`config.mk`:
```
export PLATFORM = sky130hd
export DESIGN_NAME = fetch_align_stage
export DESIGN_NICKNAME = d
export VERILOG_FILES = /design/src/rtl/fetch_align_stage.sv
export SDC_FILE = /design/constraint.sdc
export NUM_CORES = 1
export LEC_CHECK = 0
export BUFFER_PORTS_ARGS = -buffer_cell sky130_fd_sc_hd__buf_2
export CORE_MARGIN = 10
export CORE_UTILIZATION = 55
export DETAILED_ROUTE_END_ITERATION = 10
export MAX_ROUTING_LAYER = met4
export PLACE_DENSITY_LB_ADDON = 0.2
export SYNTH_ARGS = -nofsm -noshare
export SYNTH_HDL_FRONTEND = slang
export SYNTH_SLANG_ARGS = --single-unit
```
`constraint.sdc`:
```
create_clock -name clock -period 7.7 [get_ports clock]
set_input_delay 0.385 -clock clock [delete_from_list [all_inputs] [get_ports clock]]
set_output_delay 0.385 -clock clock [all_outputs]
set_load 0.01 [all_outputs]
```
`src/rtl/fetch_align_stage.sv`:
```
// Fetch stage: word reads into a halfword buffer; one aligned 16/32-bit instruction per cycle to decode.
// Registered outputs, so the first f_valid comes 2 cycles after the first imem_ready; stall freezes outputs.
module fetch_align_stage #(
  parameter logic [31:0] RESET_PC     = 32'h0000_0000,
  parameter int          DEPTH        = 8,
  parameter logic [3:0]  ECAUSE_FAULT = 4'd1
) (
  input  logic        clock,
  input  logic        reset,
  input  logic        redirect,
  input  logic [31:0] redirect_pc,
  input  logic        stall,
  output logic        imem_valid,
  output logic [31:0] imem_addr,
  input  logic        imem_ready,
  input  logic [31:0] imem_rdata,
  input  logic        imem_error,
  output logic        f_valid,
  output logic [31:0] f_pc,
  output logic [31:0] f_instr,
  output logic        f_exception,
  output logic [3:0]  f_ecause,
  output logic [31:0] f_etval
);
  localparam int AW = $clog2(DEPTH);
  localparam int PW = AW + 1;
  localparam int OW = PW + 1;
  localparam logic [OW-1:0] OCC_MAX = OW'(DEPTH - 2);

  typedef enum logic [1:0] {IDLE, BUSY, DROP} state_t;
  state_t state_q, state_d;

  logic [15:0] buf_hw  [DEPTH];
  logic [31:0] buf_pc  [DEPTH];
  logic        buf_err [DEPTH];

  logic [PW-1:0] wptr_q, rptr_q, count;
  logic [AW-1:0] r0, r1, w0, w1;
  logic [31:0]   fetch_addr_q, drop_addr_q;
  logic          skip_q;
  logic          empty, h1_vld;
  logic [1:0]    pop_n, push_n;
  logic          push_fire, credit_ok;
  logic [OW-1:0] occ_nxt;
  logic          unused_pc_bit0;

  logic        al_vld, al_exc;
  logic [31:0] al_pc, al_instr, al_etval;

  assign unused_pc_bit0 = redirect_pc[0];

  assign empty  = (wptr_q == rptr_q);
  assign count  = wptr_q - rptr_q;
  assign h1_vld = (count >= PW'(2));
  assign r0     = rptr_q[AW-1:0];
  assign r1     = r0 + AW'(1);
  assign w0     = wptr_q[AW-1:0];
  assign w1     = w0 + AW'(1);

  always_comb begin
    al_vld   = 1'b0;
    al_exc   = 1'b0;
    al_instr = 32'h0;
    al_etval = 32'h0;
    al_pc    = buf_pc[r0];
    pop_n    = 2'd0;
    if (!empty) begin
      if (buf_err[r0]) begin
        al_vld   = 1'b1;
        al_exc   = 1'b1;
        al_etval = buf_pc[r0];
        pop_n    = 2'd1;
      end else if (buf_hw[r0][1:0] != 2'b11) begin
        al_vld   = 1'b1;
        al_instr = {16'h0, buf_hw[r0]};
        pop_n    = 2'd1;
      end else if (h1_vld) begin
        al_vld   = 1'b1;
        al_instr = {buf_hw[r1], buf_hw[r0]};
        al_exc   = buf_err[r1];
        al_etval = buf_err[r1] ? buf_pc[r1] : 32'h0;
        pop_n    = 2'd2;
      end
    end
    if (stall || redirect) pop_n = 2'd0;
  end

  // A response arriving in a redirect cycle belongs to the old stream and is never pushed.
  assign push_fire = (state_q == BUSY) && imem_ready && !redirect;
  assign push_n    = push_fire ? (skip_q ? 2'd1 : 2'd2) : 2'd0;
  assign occ_nxt   = OW'(count) + OW'(push_n) - OW'(pop_n);
  assign credit_ok = (occ_nxt <= OCC_MAX);

  always_comb begin
    state_d = state_q;
    case (state_q)
      IDLE: if (!redirect && credit_ok) state_d = BUSY;
      BUSY: begin
        if (redirect)        state_d = imem_ready ? IDLE : DROP;
        else if (imem_ready) state_d = credit_ok ? BUSY : IDLE;
      end
      DROP: if (imem_ready) state_d = IDLE;
      default: state_d = IDLE;
    endcase
  end

  assign imem_valid = (state_q != IDLE);
  assign imem_addr  = (state_q == DROP) ? drop_addr_q : fetch_addr_q;

  always_ff @(posedge clock or negedge reset) begin
    if (!reset) begin
      state_q      <= IDLE;
      wptr_q       <= '0;
      rptr_q       <= '0;
      fetch_addr_q <= {RESET_PC[31:2], 2'b00};
      drop_addr_q  <= {RESET_PC[31:2], 2'b00};
      skip_q       <= RESET_PC[1];
    end else begin
      state_q <= state_d;
      if (redirect) begin
        wptr_q       <= '0;
        rptr_q       <= '0;
        fetch_addr_q <= {redirect_pc[31:2], 2'b00};
        skip_q       <= redirect_pc[1];
        if (state_q == BUSY) drop_addr_q <= fetch_addr_q;
      end else begin
        rptr_q <= rptr_q + PW'(pop_n);
        wptr_q <= wptr_q + PW'(push_n);
        if (push_fire) begin
          fetch_addr_q <= fetch_addr_q + 32'd4;
          skip_q       <= 1'b0;
        end
      end
    end
  end

  always_ff @(posedge clock) begin
    if (push_fire) begin
      if (skip_q) begin
        buf_hw[w0]  <= imem_rdata[31:16];
        buf_pc[w0]  <= fetch_addr_q + 32'd2;
        buf_err[w0] <= imem_error;
      end else begin
        buf_hw[w0]  <= imem_rdata[15:0];
        buf_pc[w0]  <= fetch_addr_q;
        buf_err[w0] <= imem_error;
        buf_hw[w1]  <= imem_rdata[31:16];
        buf_pc[w1]  <= fetch_addr_q + 32'd2;
        buf_err[w1] <= imem_error;
      end
    end
  end

  always_ff @(posedge clock or negedge reset) begin
    if (!reset) begin
      f_valid     <= 1'b0;
      f_pc        <= RESET_PC;
      f_instr     <= 32'h0;
      f_exception <= 1'b0;
      f_ecause    <= 4'h0;
      f_etval     <= 32'h0;
    end else if (redirect) begin
      f_valid <= 1'b0;
    end else if (!stall) begin
      f_valid <= al_vld;
      if (al_vld) begin
        f_pc        <= al_pc;
        f_instr     <= al_instr;
        f_exception <= al_exc;
        f_ecause    <= al_exc ? ECAUSE_FAULT : 4'h0;
        f_etval     <= al_etval;
      end
    end
  end
endmodule
```
==> results by group, run 1 <==
Synthesis
  • Commonest cells post-synth: 384 x edfxtp_1, 338 x clkbuf_1, 274 x nand2_1, 189 x a21oi_1
  • Syn Area/Cell: roughly 12 um^2
  • Number of synthesized flops with an enable pin: between 300 and 400
  • Synth top area cells: edfxtp_1 41%, dfrtp_1 15%, mux4_2 11%
  • Mapped Cells: roughly 2300
  • Post-Syn Area: 0.02779 mm^2
  • Largest area contributor in the netlist: edfxtp_1
  • Most frequent cell after synthesis: edfxtp_1
  • Yosys top cell area share: 0.4149
  • Ys flop type: edfxtp_1
  • Ys Warns: 0
  • Synth async-reset ratio: 0.3043
  • Sequential element share of the synthesized area: 0.5662
  • Seq cells post-synth: 552
  • Synth unique cells: 50

STA
  • Final number of hold-violating endpoints: 0
  • Final period util: 0.7129
  • Hold_ws: roughly 26 ps
  • Slew headroom: 0.1849
  • Fin crit period: 5489 ps
  • Fmax: 0.1822 GHz
  • Worst slew pin tran: around 1200 ps
  • Setup Viol. Count Final: 0
  • Clock Skew: approximately 12 ps
  • RSZ-0062 raised after global routing: no
  • Max Slew Vio Count: 0
  • PnR worst setup slack: about 2200 ps
  • Setup tns final: 0 ps

Detailed routing
  • Final WL: between 70000 and 80000 um
  • Remaining antenna violation count: 0
  • DR pass1 iterations: 5
  • Wirelength per Cell: around 25 um
  • Drt drc: 0
  • Via count: about 18000
  • First DRT Iteration DRCs: between 1500 and 2000
  • Via/cell ratio: 6.129

Global route
  • Antenna violations before repair: 2
  • Vias in the first global route: between 15000 and 20000
  • Gr ovfl total: 0
  • Gr usage total: 0.2491
  • Largest net degree at the start of global routing: about 110
  • Met2 usage: 0.4031
  • Busiest layer in global routing: met2
  • Met1 Usage GRT: 0.3181
  • GR met3 Demand/Resource: 0.03921
  • First-pass GRT wire length: about 110000 um

Run status
  • Status: finished clean

Die
  • Die extent in y: ~240 um
  • Die width: 244.8 um
  • Rows: 82
  • Initial core utilization: 0.5551
  • Boundary pin count: 205
  • Core area: 0.05007 mm^2
  • Die Area: roughly 0.06 mm^2

Clock network
  • Reg clk slew, reported paths: ~60 ps
  • Worst skew pair latency: a little over 600 ps
  • Clock buffer depth: 3
  • H-tree depth: 2
  • Clock buffer count from CTS: 57
  • Root buffer cell: clkbuf_16
  • Clock sinks: roughly 550
  • CTS tree: built
  • Setup Fix Bufs, Post-CTS: 0

Power
  • Peak supply drop: around 180 uV
  • Leakage: around 11 nW
  • Pwr dens: approximately 260 mW/mm^2
  • Total power: 7.958 mW

Finish
  • Final Instance Area: 0.03057 mm^2
  • Layout cells sized above 1: 0.2427
  • Final nets: between 2000 and 2500
  • Area grow syn2layout: 9.994%

Setup path
  • Crit path from: rptr_q[2]
  • Setup Crit Path Kind: reg -> reg
  • Max Fanout on Critical Path: 22
  • Reg2Reg Depth: 15
  • CP arrival: approximately 6000 ps
  • Worst reg2reg startpoint: rptr_q[2]
  • WP data required: a little over 8000 ps
  • Setup crit end kind: register
  • RR Endpoint: state_q[0]
  • Critical path endpoint: state_q[0]
  • Startpoint Class: register
  • Worst R2R Setup Slack: 2210 ps

Place
  • Placement-stage cell area: approximately 0.028 mm^2
  • Setup Slack @ Placement: around 2200 ps
  • Buffers on Ports: around 200
  • Dpl hpwl: ~43000 um
  • Routability-driven placement congestion ratio: about 0.84

Flow run
  • Maxcap violations: 0

Hold path
  • Worst min-delay path class: in -> reg
-- report_power, final --
part / total [mW] / switching (mW) / internal, mW / leakage (nW)
clock: 2.74 / 1.14 / 1.60 / 0.923
combinational: 1.37 / 0.773 / 0.597 / 4.88
sequential: 3.85 / 0.266 / 3.58 / 5.62
-- how the worst min path moves through the flow --
stage	slack, ps	start	depth (start not counted)	to
after CTS	2	redirect_pc[16]	3	fetch_addr_q[16]
after floorplan	90	reset	0	drop_addr_q[10]
after detailed placement	470	f_instr[7]	2	f_instr[7]
final	30	redirect_pc[16]	3	fetch_addr_q[16]
after global routing	40	stall	3	f_valid
after global placement	460	f_instr[13]	2	f_instr[13]
-- metal layers --
metal,vias to the layer above,wire (um)
met5,-,0
met4,0,2062
met3,135,5785
met2,808,35610
met1,9032,29150
li1,7972,-
-- cell type report --
class	instances	area, um^2
sequential	552	15740
clock buffer	84	1672
antenna	2	5.005
clock inverter	24	195.2
timing repair buffer	266	1583
inverter	33	125.1
tap	672	840.8
fill	3902	19500
multi-input combinational	1295	10410
-- registers in the layout (all words and copies together) (netlist names), 2 cells and up --
signal        cells
buf_err           8
buf_pc          248
rptr_q            4
drop_addr_q      30
f_instr          32
f_pc             31
f_etval          32
state_q           2
fetch_addr_q     30
wptr_q            4
buf_hw          128
-- critical path, stage by stage (launching register included) --
cell	delay (ps)
dfrtp_1	820
clkinv_2	800
ha_1	610
a21oi_1	170
xnor2_1	150
ha_1	230
nand2b_1	160
or4b_1	520
fa_1	510
ha_1	310
a21o_1	200
nand2_1	110
mux2i_1	190
o2bb2ai_1	130
mux2i_1	100
o41ai_1	330
-- stage by stage --
step           utilization  instances
2_1_floorplan            -       2294
3_3_place_gp        0.5676       2790
3_5_place_dp        0.5676       2790
4_1_cts             0.6105       2926
5_1_grt             0.6106       2928
6_report            0.6106       2928
-- logic make-up after synthesis --
logic type               after synthesis  share of synthesized area
flip-flops                           552                     0.5662
multiplexers                         362                     0.1942
AND/OR/NAND/NOR                      500                    0.07667
adder cells (fa/ha/maj)               21                    0.01080
XOR/XNOR                              41                    0.01319
buffers and inverters                447                    0.06519
AO/OA/AOI/OAI                        365                    0.07365
other                                  1                  0.0001349
-- timing repair --
item,in CTS,in global routing
resized for setup,0,0
hold endpoints to repair,131,0
hold buffers,28,0
-- cells in the final DEF (no fill, tap or decap), types with 4 or more instances in the layout --
cell type	n
o21ai_2	8
a31oi_1	8
and3_1	7
inv_1	32
xor2_1	20
ha_1	15
clkbuf_1	17
nand3_1	11
clkbuf_8	4
dfrtp_1	166
o21ai_0	85
o21ai_4	4
nor2b_1	7
clkbuf_16	62
nand4_1	11
o22ai_1	28
dlygate4sd3_1	28
clkinv_1	6
nand2b_1	7
and2_1	8
nor4_1	31
nor3_1	5
buf_4	41
mux2i_1	168
buf_2	196
mux2_2	58
a21oi_1	189
nand2_1	274
xnor2_1	19
mux4_2	136
a211o_1	28
conb_1	6
clkinv_2	13
edfxtp_1	384
fa_1	5
nor2_1	124
Power figures use the tool's default switching activity.
==> run 2: changes to the inputs <==
- clock period: 7.7 -> 5.3 ns (I/O delays scaled with it)
==> run 2 against run 1 <==
Sequential share of layout area shrank 0.21 points. Total power is 45% higher. Via count rose by 0.33%. Clock-buffer cell count grew 4. Wire length rose by 0.37%. Design area increased by 0.42%.
==> results by group, run 2 (synthesis gave the netlist of run 1 again) <==
Setup path
  • Startpoint Class: register
  • Crit-path max cell delay: 750 ps (-70 ps)
  • Setup crit end kind: register
  • Most used cell, CP: ha_1
  • Max Fanout on Critical Path: 31 (+41%)
  • Crit path from: rptr_q[0]
  • Critical-path cell list: ha_1 > inv_1 > fa_1 > xnor2_1 > ha_1 > nand2b_1 > or4b_1 > fa_1 > ha_1 > a21o_1 > nand2_1 > mux2i_1 > o2bb2ai_1 > mux2i_1 > o41ai_1
  • Worst reg2reg startpoint: rptr_q[0]
  • Bufs and invs on worst path: 1 (unchanged)
  • WP data required: 5810 ps (-2380 ps)
  • CP arrival: 5010 ps (-970 ps)
  • Top delay family on crit path: adder cells
  • Critical-path top delay cell: dfrtp_4
  • Setup Crit Path Kind: reg -> reg

Global route
  • Gr ovfl total: 0 (unchanged)
  • Vias in the first global route: 18610 (+1.7%)
  • Antenna violations before repair: 3 (+1)
  • Gr usage total: 0.2475 (-0.001533)
  • First-pass GRT wire length: 110800 um (-0.33%)
  • Largest net degree at the start of global routing: 73 (-31%)

Power
  • Sequential Power Share: 0.485 (about the same)
  • Net switching power: 3.149 mW (+45%)
  • Leakage: 11.46 nW (+0.39%)
  • Clock power frac: 0.341 (-0.003)
  • Pint: 8.401 mW (+45%)
  • Pwr dens: 376.2 mW/mm^2 (+45%)
  • Peak supply drop: 257.7 uV (+47%)
  • Combinational share of power: 0.174 (+0.002)
  • Sw frac: 0.2726 (-0.001058)

Finish
  • Biggest regs: buf_pc: 248 flops, buf_hw: 128 flops
  • Layout cells sized above 1: 0.2425 (about the same)
  • Final nets: 2309 (+0.57%)
  • Max FFs per register: 248 (unchanged)
  • Fin cells: 2940 (+0.41%)
  • Most flops, register: buf_pc
  • Area grow syn2layout: 10.45%
  • Util after Layout: 0.6131 (+0.002549)
  • Most common cell after layout, fill and taps aside: edfxtp_1
  • Highest-count cells in the layout ignoring fill and taps: 384 x edfxtp_1, 274 x nand2_1, 196 x buf_2

Die
  • Die extent in y: 244.8 um (unchanged)
  • Die width: 244.8 um (unchanged)
  • Boundary pin count: 205 (unchanged)
  • Rows: 82 (unchanged)
  • Die Area: 0.05992 mm^2 (unchanged)
  • Core area: 0.05007 mm^2 (unchanged)
  • Initial core utilization: 0.5551 (unchanged)

Detailed routing
  • Wirelength per Cell: 24.79 um (about the same)
  • Drt drc: 0 (unchanged)
  • Via count: 18010 (+0.33%)
  • DR pass1 iterations: 6 (+1)
  • Final WL: 72880 um (+0.37%)
  • Remaining antenna violation count: 0 (unchanged)
  • First DRT Iteration DRCs: 1762 (+1.2%)
  • Via/cell ratio: 6.124 (about the same)

STA
  • Max Slew Vio Count: 0 (unchanged)
  • Slew headroom: 0.1610 (-0.02389)
  • Worst slew pin tran: 1255 ps (+34.63 ps)
  • RSZ-0062 raised after global routing: no
  • Setup tns final: 0 ps (unchanged)
  • Fin crit period: 4505 ps (-984.3 ps)
  • Setup Viol. Count Final: 0 (unchanged)
  • Final period util: 0.8500 (+0.1371)
  • Clock Skew: 22.54 ps (+10.72 ps)
  • Fmax: 0.2220 GHz (+22%)
  • Final number of hold-violating endpoints: 0 (unchanged)

Flow run
  • Maxcap violations: 0 (unchanged)

Place
  • Placed Cells: 2796 (+0.22%)
  • Dpl hpwl: 44220 um (+2.2%)
  • Routability-driven placement congestion ratio: 0.8565 (+1.7%)
  • Buffers on Ports: 197 (unchanged)

Clock network
  • Clock sinks: 552 (unchanged)
  • Reg clk slew, reported paths: 60 ps (about the same)
  • CTS resizes: 0 (unchanged)
  • H-tree depth: 2 (unchanged)
  • Clock buffer count from CTS: 56 (-1.8%)
  • Worst skew pair latency: 620 ps (about the same)
  • Clock buffer depth: 3 (unchanged)
  • Root buffer cell: clkbuf_16
  • CTS tree: built

Hold path
  • Hold path startpoint: imem_rdata[31]
  • Worst min-delay path class: in -> reg

Run status
  • Status: finished clean
run 2: cell count changes in the layout (fill, tap and decap cells not counted), moves of 3 or more:
cell / previous run / this run
dlygate4sd3_1: 28 / 36
clkbuf_1: 17 / 24
clkbuf_16: 62 / 57
clkbuf_8: 4 / 8
clkinv_1: 6 / 2
clkinv_2: 13 / 9
buf_12: 0 / 3
buf_4: 41 / 44
run 2: layout make-up:
class,instances,area [um^2]
Clock buffer,88,1613
Sequential cell,552,15740
Antenna cell,4,10.01
Multi-Input combinational cell,1295,10420
Clock inverter,16,205.2
Tap cell,672,840.8
Timing Repair Buffer,280,1745
Fill cell,3916,19370
Inverter,33,125.1
run 2: repair_timing:
item	CTS	global route
hold endpoints to repair	115	0
hold buffers	36	0
buffers inserted	0	0
run 2: per-stage QoR:
| stage | hold slack, ps | power (mW) | cell area (um^2) | worst slack, ps |
|---|---|---|---|---|
| global placement | 326.9 | 7.608 | 28510 | 867.5 |
| finish | 88.23 | 11.55 | 30700 | 795.1 |
| CTS | 65.27 | 11.63 | 30690 | 759.7 |
| global route | 112.5 | 12.05 | 30700 | 430.6 |
| floorplan | -30.59 | 6.891 | 27810 | 141.7 |
| detailed placement | 336.0 | 7.684 | 28510 | 796.2 |
run 2: final timing paths:
kind / endpoint / slack (ps) / depth (start not counted)
min in group asynchronous: f_etval[29] / 240 / 2
worst max register to register: state_q[0] / 800 / 15
worst max-delay path: state_q[0] / 800 / 15
worst min-delay path: buf_hw[4][15] / 90 / 3
worst min register to register: f_pc[10] / 470 / 2
max in group asynchronous: f_etval[22] / 3770 / 3
run 2: worst min-delay path, stage by stage:
cell and delay (ps):
buf_2 150, nor2_1 60, a21oi_1 100
run 2: power groups by stage:
stage | Sequential [mW] | Combinational (mW) | Clock [mW]
after floorplan | 5.68 | 1.21 | 0
after global placement | 5.65 | 1.96 | 0
after detailed placement | 5.68 | 2.01 | 0
after CTS | 5.60 | 2.04 | 4.00
after global routing | 5.66 | 2.21 | 4.17
final | 5.60 | 2.01 | 3.94
run 2: layer usage:
layer	global-route usage	vias up	wire [um]
met5	-	-	0
met2	0.4085	789	36420
met1	0.3070	9108	28750
met4	0.08968	0	2119
li1	-	7977	-
met3	0.03812	132	5587
